## src/rtl/rf_wport_arbiter_pkg.sv

```systemverilog
`default_nettype none
// ============================================================================
// Module      : rf_wport_arbiter_pkg
// Description : Shared widths, bus/entry layouts and helpers for the
//               register-file write-port arbiter.
// Revision    : 1.0 - initial release
// ============================================================================
package rf_wport_arbiter_pkg;

    // Regfile write bus: {we, waddr, wdata}
    localparam int RF_WPORT_WD = 38;
    // Long-latency queue entry: {kill, waddr, wdata}
    localparam int LU_ENTRY_WD = 38;

    typedef struct packed {
        logic        we;
        logic [4:0]  waddr;
        logic [31:0] wdata;
    } rf_wport_bus_t;

    typedef struct packed {
        logic        kill;
        logic [4:0]  waddr;
        logic [31:0] wdata;
    } lu_entry_t;

    // One-hot of a GPR index; r0 is hard-wired so its bit never sets.
    function automatic logic [31:0] onehot_gpr(input logic [4:0] a);
        logic [31:0] v;
        v    = 32'd1 << a;
        v[0] = 1'b0;
        return v;
    endfunction

endpackage
`default_nettype wire

```

## src/rtl/rf_wport_arbiter_if.sv

```systemverilog
`default_nettype none
// ============================================================================
// Module      : rf_wport_arbiter_if
// Description : WB, long-latency result and regfile write-port signals.
//               master = pipeline side, slave = arbiter.
// Revision    : 1.0 - initial release
// ============================================================================
interface rf_wport_arbiter_if;
    logic        wb_we;
    logic [4:0]  wb_waddr;
    logic [31:0] wb_wdata;
    logic        lu_valid;
    logic        lu_ready;
    logic [4:0]  lu_waddr;
    logic [31:0] lu_wdata;
    logic        rf_we;
    logic [4:0]  rf_waddr;
    logic [31:0] rf_wdata;
    logic [31:0] lu_pending;
    logic        stall_req;

    modport master (
        output wb_we, wb_waddr, wb_wdata, lu_valid, lu_waddr, lu_wdata,
        input  lu_ready, rf_we, rf_waddr, rf_wdata, lu_pending, stall_req
    );

    modport slave (
        input  wb_we, wb_waddr, wb_wdata, lu_valid, lu_waddr, lu_wdata,
        output lu_ready, rf_we, rf_waddr, rf_wdata, lu_pending, stall_req
    );
endinterface
`default_nettype wire

```

## src/rtl/rf_wport_arbiter_fifo.sv

```systemverilog
`default_nettype none
// ============================================================================
// Module      : rf_wport_fifo
// Description : Long-latency result queue with per-entry kill bits and a
//               kill-by-address compare across all live entries.
//               Exposes the post-edge live mask/addresses for the pending mask.
// Revision    : 1.0 - initial release
// ============================================================================
module rf_wport_fifo
    import rf_wport_arbiter_pkg::*;
#(
    parameter int DEPTH = 2
) (
    input  wire logic                 clk,
    input  wire logic                 rst_n,
    input  wire logic                 i_push,
    input  wire lu_entry_t            i_push_entry,
    input  wire logic                 i_pop,
    input  wire logic                 i_kill_en,
    input  wire logic [4:0]           i_kill_addr,
    output logic                      o_full,
    output logic                      o_empty,
    output lu_entry_t                 o_head,
    output logic [DEPTH-1:0]          o_live_nxt,
    output logic [DEPTH*5-1:0]        o_addr_nxt
);

    localparam int AW = $clog2(DEPTH);

    logic [AW:0]      r_wr_ptr;
    logic [AW:0]      r_rd_ptr;
    lu_entry_t        r_mem [DEPTH];
    logic [DEPTH-1:0] r_valid;

    lu_entry_t        w_mem_nxt [DEPTH];
    logic [DEPTH-1:0] w_valid_nxt;
    logic [AW-1:0]    w_wr_idx;
    logic [AW-1:0]    w_rd_idx;

    assign w_wr_idx = r_wr_ptr[AW-1:0];
    assign w_rd_idx = r_rd_ptr[AW-1:0];

    // Extra pointer MSB distinguishes full from empty when the indices match.
    assign o_empty = (r_wr_ptr == r_rd_ptr);
    assign o_full  = (r_wr_ptr[AW] != r_rd_ptr[AW]) && (w_wr_idx == w_rd_idx);
    assign o_head  = r_mem[w_rd_idx];

    // Next entry state: kill matching addresses, retire the head, write the tail.
    always_comb begin
        w_mem_nxt   = r_mem;
        w_valid_nxt = r_valid;
        for (int i = 0; i < DEPTH; i++) begin
            if (i_kill_en && r_valid[i] && (r_mem[i].waddr == i_kill_addr)) begin
                w_mem_nxt[i].kill = 1'b1;
            end
        end
        if (i_pop) begin
            w_valid_nxt[w_rd_idx] = 1'b0;
        end
        if (i_push) begin
            w_mem_nxt[w_wr_idx]   = i_push_entry;
            w_valid_nxt[w_wr_idx] = 1'b1;
        end
    end

    for (genvar g = 0; g < DEPTH; g++) begin : g_live
        assign o_live_nxt[g]       = w_valid_nxt[g] && !w_mem_nxt[g].kill;
        assign o_addr_nxt[g*5 +: 5] = w_mem_nxt[g].waddr;
    end

    // Storage and pointer registers.
    always_ff @(posedge clk or negedge rst_n) begin
        if (!rst_n) begin
            r_wr_ptr <= '0;
            r_rd_ptr <= '0;
            r_valid  <= '0;
            for (int i = 0; i < DEPTH; i++) begin
                r_mem[i] <= '0;
            end
        end else begin
            r_mem   <= w_mem_nxt;
            r_valid <= w_valid_nxt;
            if (i_push) r_wr_ptr <= r_wr_ptr + 1'b1;
            if (i_pop)  r_rd_ptr <= r_rd_ptr + 1'b1;
        end
    end

endmodule
`default_nettype wire

```

## src/rtl/rf_wport_arbiter.sv

```systemverilog
`default_nettype none
// ============================================================================
// Module      : rf_wport_arbiter
// Description : Shares the regfile write port between WB (absolute priority)
//               and queued long-latency results drained into idle WB cycles.
//               Drives the GPR pending mask and a starvation stall request.
//               Optional macro RF_WPORT_BYPASS_EN: a nonzero result accepted
//               into an empty queue while WB is idle is written directly.
// Revision    : 1.0 - initial release
// ============================================================================
module rf_wport_arbiter
    import rf_wport_arbiter_pkg::*;
#(
    parameter int DEPTH        = 2,
    parameter int STARVE_LIMIT = 4
) (
    input  wire logic            clk,
    input  wire logic            rst_n,
    rf_wport_arbiter_if.slave    bus
);

    localparam logic [3:0] c_STARVE_LIM = 4'(STARVE_LIMIT);

    logic               w_full;
    logic               w_empty;
    lu_entry_t          w_head;
    logic [DEPTH-1:0]   w_live_nxt;
    logic [DEPTH*5-1:0] w_addr_nxt;
    logic               w_wb_write;
    logic               w_accept;
    logic               w_lu_live;
    logic               w_bypass;
    logic               w_push;
    logic               w_pop;
    lu_entry_t          w_push_entry;
    rf_wport_bus_t      w_rf;
    logic [31:0]        w_pending_nxt;
    logic [3:0]         w_starve_nxt;
    logic [3:0]         r_starve;
    logic [31:0]        r_pending;
    logic               r_stall;

    assign w_wb_write = bus.wb_we && (bus.wb_waddr != 5'd0);
    assign w_accept   = bus.lu_valid && !w_full;
    assign w_lu_live  = w_accept && (bus.lu_waddr != 5'd0);

`ifdef RF_WPORT_BYPASS_EN
    assign w_bypass = w_lu_live && w_empty && !w_wb_write;
`else
    assign w_bypass = 1'b0;
`endif

    assign w_push = w_lu_live && !w_bypass;
    assign w_pop  = !w_wb_write && !w_empty;

    // Results are always older than WB, so a same-cycle WB write to the
    // same register supersedes the incoming result immediately.
    assign w_push_entry.kill  = w_wb_write && (bus.wb_waddr == bus.lu_waddr);
    assign w_push_entry.waddr = bus.lu_waddr;
    assign w_push_entry.wdata = bus.lu_wdata;

    rf_wport_fifo #(
        .DEPTH (DEPTH)
    ) u_fifo (
        .clk          (clk),
        .rst_n        (rst_n),
        .i_push       (w_push),
        .i_push_entry (w_push_entry),
        .i_pop        (w_pop),
        .i_kill_en    (w_wb_write),
        .i_kill_addr  (bus.wb_waddr),
        .o_full       (w_full),
        .o_empty      (w_empty),
        .o_head       (w_head),
        .o_live_nxt   (w_live_nxt),
        .o_addr_nxt   (w_addr_nxt)
    );

    // Write-port mux: WB first, then the queue head, then a bypassed result.
    always_comb begin
        w_rf = '0;
        if (w_wb_write) begin
            w_rf.we    = 1'b1;
            w_rf.waddr = bus.wb_waddr;
            w_rf.wdata = bus.wb_wdata;
        end else if (!w_empty) begin
            if (!w_head.kill) begin
                w_rf.we    = 1'b1;
                w_rf.waddr = w_head.waddr;
                w_rf.wdata = w_head.wdata;
            end
        end else if (w_bypass) begin
            w_rf.we    = 1'b1;
            w_rf.waddr = bus.lu_waddr;
            w_rf.wdata = bus.lu_wdata;
        end
    end

    // Pending mask as it will stand after this edge.
    always_comb begin
        w_pending_nxt = '0;
        for (int i = 0; i < DEPTH; i++) begin
            if (w_live_nxt[i]) begin
                w_pending_nxt = w_pending_nxt | onehot_gpr(w_addr_nxt[i*5 +: 5]);
            end
        end
    end

    // Starvation count: head blocked by WB; cleared by a pop or an empty queue.
    always_comb begin
        w_starve_nxt = r_starve;
        if (w_empty || w_pop) begin
            w_starve_nxt = 4'd0;
        end else if (r_starve != c_STARVE_LIM) begin
            w_starve_nxt = r_starve + 4'd1;
        end
    end

    // Counter, pending mask and stall request registers.
    always_ff @(posedge clk or negedge rst_n) begin
        if (!rst_n) begin
            r_starve  <= 4'd0;
            r_pending <= '0;
            r_stall   <= 1'b0;
        end else begin
            r_starve  <= w_starve_nxt;
            r_pending <= w_pending_nxt;
            if (w_empty || w_pop) begin
                r_stall <= 1'b0;
            end else if (w_starve_nxt == c_STARVE_LIM) begin
                r_stall <= 1'b1;
            end
        end
    end

    assign bus.lu_ready   = !w_full;
    assign bus.rf_we      = w_rf.we;
    assign bus.rf_waddr   = w_rf.waddr;
    assign bus.rf_wdata   = w_rf.wdata;
    assign bus.lu_pending = r_pending;
    assign bus.stall_req  = r_stall;

endmodule
`default_nettype wire

```

## src/flat_wrapper.sv

```systemverilog
// flat-port wrapper written by rule: the top's interface ports become plain ports
module rf_wport_arbiter_flat import rf_wport_arbiter_pkg::*;
#(
    parameter int DEPTH        = 2,
    parameter int STARVE_LIMIT = 4
)
  (clk, rst_n, bus_wb_we, bus_wb_waddr, bus_wb_wdata, bus_lu_valid, bus_lu_waddr, bus_lu_wdata, bus_lu_ready, bus_rf_we, bus_rf_waddr, bus_rf_wdata, bus_lu_pending, bus_stall_req);
  rf_wport_arbiter_if bus_i ();
  input  wire logic clk;
  input  wire logic rst_n;
  input wire logic [$bits(bus_i.wb_we)-1:0] bus_wb_we;
  input wire logic [$bits(bus_i.wb_waddr)-1:0] bus_wb_waddr;
  input wire logic [$bits(bus_i.wb_wdata)-1:0] bus_wb_wdata;
  input wire logic [$bits(bus_i.lu_valid)-1:0] bus_lu_valid;
  input wire logic [$bits(bus_i.lu_waddr)-1:0] bus_lu_waddr;
  input wire logic [$bits(bus_i.lu_wdata)-1:0] bus_lu_wdata;
  output wire logic [$bits(bus_i.lu_ready)-1:0] bus_lu_ready;
  output wire logic [$bits(bus_i.rf_we)-1:0] bus_rf_we;
  output wire logic [$bits(bus_i.rf_waddr)-1:0] bus_rf_waddr;
  output wire logic [$bits(bus_i.rf_wdata)-1:0] bus_rf_wdata;
  output wire logic [$bits(bus_i.lu_pending)-1:0] bus_lu_pending;
  output wire logic [$bits(bus_i.stall_req)-1:0] bus_stall_req;
  assign bus_i.wb_we = bus_wb_we;
  assign bus_i.wb_waddr = bus_wb_waddr;
  assign bus_i.wb_wdata = bus_wb_wdata;
  assign bus_i.lu_valid = bus_lu_valid;
  assign bus_i.lu_waddr = bus_lu_waddr;
  assign bus_i.lu_wdata = bus_lu_wdata;
  assign bus_lu_ready = bus_i.lu_ready;
  assign bus_rf_we = bus_i.rf_we;
  assign bus_rf_waddr = bus_i.rf_waddr;
  assign bus_rf_wdata = bus_i.rf_wdata;
  assign bus_lu_pending = bus_i.lu_pending;
  assign bus_stall_req = bus_i.stall_req;
  rf_wport_arbiter #(.DEPTH(DEPTH), .STARVE_LIMIT(STARVE_LIMIT)) u_core (.clk(clk), .rst_n(rst_n), .bus(bus_i));
endmodule
```

## config.mk

```make
export PLATFORM = sky130hd
export DESIGN_NAME = rf_wport_arbiter_flat
export DESIGN_NICKNAME = d
export VERILOG_FILES = /design/src/rtl/rf_wport_arbiter_pkg.sv /design/src/rtl/rf_wport_arbiter_if.sv /design/src/rtl/rf_wport_arbiter_fifo.sv /design/src/rtl/rf_wport_arbiter.sv /design/src/flat_wrapper.sv
export SDC_FILE = /design/constraint.sdc
export NUM_CORES = 1
export LEC_CHECK = 0
export BUFFER_PORTS_ARGS = -buffer_cell sky130_fd_sc_hd__buf_4
export CAP_MARGIN = 20
export CORE_MARGIN = 3
export CORE_UTILIZATION = 55
export CTS_BUF_LIST = sky130_fd_sc_hd__clkbuf_8
export DETAILED_ROUTE_END_ITERATION = 12
export PLACE_DENSITY = 0.83
export SETUP_SLACK_MARGIN = 0.05
export SKIP_LAST_GASP = 1
export SYNTH_ARGS = -nofsm -noshare
export SYNTH_HDL_FRONTEND = slang
export SYNTH_SLANG_ARGS = --single-unit
```

## constraint.sdc

```tcl
create_clock -name clk -period 2.93 [get_ports clk]
set_input_delay 0.1465 -clock clk [delete_from_list [all_inputs] [get_ports clk]]
set_output_delay 0.1465 -clock clk [all_outputs]
set_load 0.02 [all_outputs]
```

Yosys cells after proc, flatten, opt, wreduce, memory -nomap -nowiden
Cells that the tools add are included.

Logic and storage cells: 86. Input bits: 78. Output and inout port bits: 72. Register bits after elaboration: 119.

Shift operators: 2. Add/sub/neg operators: 3. Bitwise logic cells: 6. Multiplexer cells: 24. $lt $le $gt $ge: 7. Eq/ne operators: 8. Reductions and logical operators: 24.

Operators with widths (count): 2-to-1 mux 38 bit (7); bitwise mux 76 bit (1); 2-to-1 mux 76 bit (1); 2-to-1 mux 32 bit (2); << shifter 1 x 5 -> 32 bit (first input constant) (2); demux 38 bit (select 1 bit) (1); OR 32 bit (1); == test 5 bit (3); logical AND 1 bit (15); nonzero test 5 bit (2); 2-to-1 mux 4 bit (2); 2-to-1 mux 1 bit (6); zero test 1 bit (5); adder 2 x 1 -> 2 bit (second input constant) (2); adder 4 x 1 -> 4 bit (second input constant) (1); == test 4 x 3 -> 1 bit (second input constant) (1); greater-or-equal comparator 2 bit (second input constant) (2); < comparator 1 x 2 -> 1 bit (second input constant) (2); 2-to-1 mux 2 bit (2); != test 4 x 3 -> 1 bit (second input constant) (1); inverter 1 -> 2 bit (2); AND 2 bit (1); demux 1 bit (select 1 bit) (2); == test 2 bit (1); 8 further kinds (9).

Depth between registers and ports, before layout
Depth after elaboration: 13. Depth in mapped cells: 9. Depth with buffers taken out: 6.

Modules after synthesis
A second synthesis with hierarchy kept.

Cells, all modules: 522. Area total of the unflattened synthesis: 5950.7 um^2.

Modules (own cells, without submodules): rf_wport_fifo (cells each 257, seq. area each 2052.0 um^2, times used 1, area an instance 3809.9 um^2); rf_wport_arbiter (cells each 265, seq. area each 900.9 um^2, times used 1, area an instance 2140.8 um^2).

Worst setup path before layout
No wires, ideal clock.

Path type: register to output. Start point: register u_core.u_fifo.r_rd_ptr[0]. End point: output port bus_rf_waddr[0]. Setup slack: 0.786 ns. Data arrival time: 1.997 ns. Buffers on the path: 3. Stages on the path, launching flop included: 6. Required time: 2.784 ns. Cells stage by stage: dfrtp_1 -> buf_2 -> buf_1 -> clkbuf_1 -> mux2i_1 -> o21ai_0.

Cells in the longest elaborated chain, start to end: 7. Elaborated cells on any way between the ends: 8. Those cells by class: eq/ne (1); mux (6); bitwise (1).

RTL lines: from (decl) (line rf_wport_arbiter_fifo.sv:31) `logic [AW:0] r_rd_ptr;`; from (signal assigned) (line rf_wport_arbiter_fifo.sv:84) `if (i_pop) r_rd_ptr <= r_rd_ptr + 1'b1;`; inverter 1 -> 2 bit (implied by the code) (line rf_wport_arbiter_fifo.sv:46) `assign o_head = r_mem[w_rd_idx];`; 2-to-1 mux 38 bit (implied by the code) (3 in a row) (line rf_wport_arbiter_fifo.sv:46); 2-to-1 mux 38 bit (line rf_wport_arbiter.sv:87) `if (!w_head.kill) begin`; 2-to-1 mux 38 bit (*) (line rf_wport_arbiter.sv:86) `end else if (!w_empty) begin`; 2-to-1 mux 38 bit (*) (line rf_wport_arbiter.sv:82) `if (w_wb_write) begin`; to (decl) (line flat_wrapper.sv:19) `output wire logic [$bits(bus_i.rf_waddr)-1:0] bus_rf_waddr;`.

Mark *: on every way between the ends. The rest lies on a longest branch, timed or not. The select of a mux whose other input is x is not followed.

Final worst setup path
Start point: register u_core.u_fifo.r_rd_ptr[0]. End point: output port bus_rf_waddr[4].

Same word-level chain as after synthesis.

==> metrics <==
Ant. Diodes 0; CTS tree built; Avg Synthesized Cell Area 9.80 um2; Hold Path Stages 4; R2R Path End u_core.bus.lu_pending[14]$_DFF_PN0_; Hold WC Path Type in2reg; f_max 0.381 GHz; Peak supply drop 0.601 mV; Die ar. 12200 um2; DIE HEIGHT 110 um; RSZ-0062 raised after global routing no; Netlist cell types 47; final setup skew 0.0109 ns; Final ANT Viol Nets 0; vias in the first global route 5366; Slowest-stage cell, CP buf_6; routed vias/inst 5.69; status complete, no violations; Vias 5339; Slew @ Worst Pin 0.879 ns; gr ovfl total 0; pin count of the biggest net entering global routing 56; layout cell share with drive strength beyond 1 0.308; RR Startpoint u_core.u_fifo.r_rd_ptr[1]$_DFFE_PN0N_; worst path required time 2.78 ns; setup_tns 0 ns; flop2flop setup slack 0.39 ns; Final Cycle Share 0.895; Total GRT Usage 0.293; Skew-Pair Late Insertion Delay 0.44 ns; crit path launch u_core.u_fifo.r_rd_ptr[0]$_DFFE_PN0N_; syn_nets 690; Final Slew Violations 0; largest cells by area after synthesis dfrtp_1, nand2_1, mux2i_1, mux2_2, o21ai_0; Max-cap violations 0; router iterations before antenna repair 5; Detailed Place HPWL 11.4 mm; Clock Sink Count 118; Die Width 110 um; I/O Buffers 148; Worst Path Class, Setup reg2out; synth warn 0; Max Buffers Root-to-Sink 2; Critical Path Max Stage Delay 0.42 ns; Syn Inst Count 610; # setup viols final 0; Yosys top cell by area dfrtp_1; htree depth 4; cell row count 37; Seq cells post-synth 118; Num CTS Buffers 17; commonest non-fill, non-tap cell in the layout nand2_1; worst setup path end bus_rf_waddr[4]; Syn-to-layout area delta 32.7%; antenna violations before repair 0; Cell Pwr Density 1040 nW/um2; I/O pins 150; drt total wl 16.8 mm; fin crit period 2.62 ns; # Post-CTS Setup Buffers 0; Worst Setup End Kind output port; Initial Util 0.571; Pleak 0.00380 uW; placer congestion estimate 0.935; Worst Reg-to-Reg Cells 6; CP Max Fanout 42; drt initial violations 347; CP Cell Sequence buf_6, mux2i_1, nand3_1, buf_4, o21ai_0, buf_4; first-pass GRT wire length 27.2 mm; WP data arrival 2.48 ns; Max-slew headroom 0.409; Power Total 8230 uW; core area 10500 um2; # DRC 0; sequential-to-total area share from yosys stat 0.494; CTS clk-pin slew, worst paths 0.07 ns; synthesized area 5980 um2; final core utilization 0.758; most frequent cells in the layout nand2_1, buf_4, dfrtp_1; Nets 869; area share of the largest cell type after synthesis 0.494; startpoint types register; DR WL/cell 17.9 um; CP most frequent cell buf_4; CTS root buf clkbuf_8; WHS 0.129 ns; final count of hold timing violations 0
logic make-up after synthesis:
group           share of synthesized area
flops                               0.494
other cells                      0.000628
fa+ha+maj                         0.00419
xor+xnor                           0.0293
compound gates                      0.120
buf+inv                            0.0373
mux                                 0.147
simple gates                        0.168
critical path: cells and delay by family (launching register included):
family / cells / cell delay (ns)
AO/OA/AOI/OAI: 1 / 0.35
buffers and inverters: 3 / 0.86
flip-flops: 1 / 0.38
multiplexers: 1 / 0.30
AND/OR/NAND/NOR: 1 / 0.15
Yosys cell counts (all sizes together):
cell type / n
a21o: 1
a21oi: 2
a22oi: 1
a31oi: 4
a32oi: 1
a41oi: 2
and2b: 1
and3: 1
and4bb: 1
buf: 23
clkbuf: 15
conb: 1
dfrtp: 118
ha: 2
inv: 10
mux2: 37
mux2i: 46
nand2: 185
nand2b: 4
nand3: 9
nand4: 1
nor2: 14
nor3: 5
nor3b: 6
nor4: 2
o211a: 1
o21a: 1
o21ai: 55
o22ai: 4
o31a: 1
o32a: 1
o32ai: 27
o41ai: 1
or2: 3
or3: 2
or4: 2
xnor2: 13
xor2: 7
routing by layer:
metal / vias up / global-route usage / wire length [um]
li1: 2466 / - / -
met1: 2606 / 0.387 / 6890
met3: 22 / 0.0588 / 1200
met5: - / 0 / 0
met2: 245 / 0.487 / 8440
met4: 0 / 0.0941 / 278
through the flow:
stage	instances	worst slack, ns	instance area [um2]
2_1_floorplan	610	0.786	5980
3_3_place_gp	872	0.579	7200
3_5_place_dp	872	0.466	7200
4_1_cts	938	0.129	7920
5_1_grt	938	0.186	7930
6_report	938	0.308	7930
layout make-up:
| cell class | instances | area (um2) |
|---|---|---|
| clock buffers | 20 | 275 |
| clock inverters | 12 | 104 |
| fillers | 692 | 2530 |
| inverters | 10 | 37.5 |
| multi-input cells | 444 | 2810 |
| flip-flops and latches | 118 | 2950 |
| well taps | 136 | 170 |
| repair buffers | 198 | 1580 |
power by group:
part	leakage [uW]	internal [uW]	total [uW]	switching (uW)
Combinational	0.00212	1680	4050	2360
Clock	0.000190	732	1410	675
Sequential	0.00149	2290	2780	493
repair_timing:
item,in CTS,in global routing
endpoints found under the hold margin,118,0
resized for setup,0,1
setup endpoints to repair,0,2
hold buffers,34,0
worst min path at each step:
stage	start	to	slack, ns
after detailed placement	rst_n	u_core.r_starve[2]$_DFF_PN0_	0.23
after floorplan	rst_n	asynchronous set/reset pin	-0.15
final	bus_lu_valid	u_core.u_fifo.r_wr_ptr[0]$_DFFE_PN0N_	0.13
after global routing	bus_lu_valid	u_core.u_fifo.r_wr_ptr[0]$_DFFE_PN0N_	0.13
after global placement	rst_n	u_core.bus.stall_req$_DFFE_PN0P_	0.22
after CTS	bus_lu_valid	u_core.u_fifo.r_wr_ptr[0]$_DFFE_PN0N_	0.11
(Power assumes the default switching activity.)
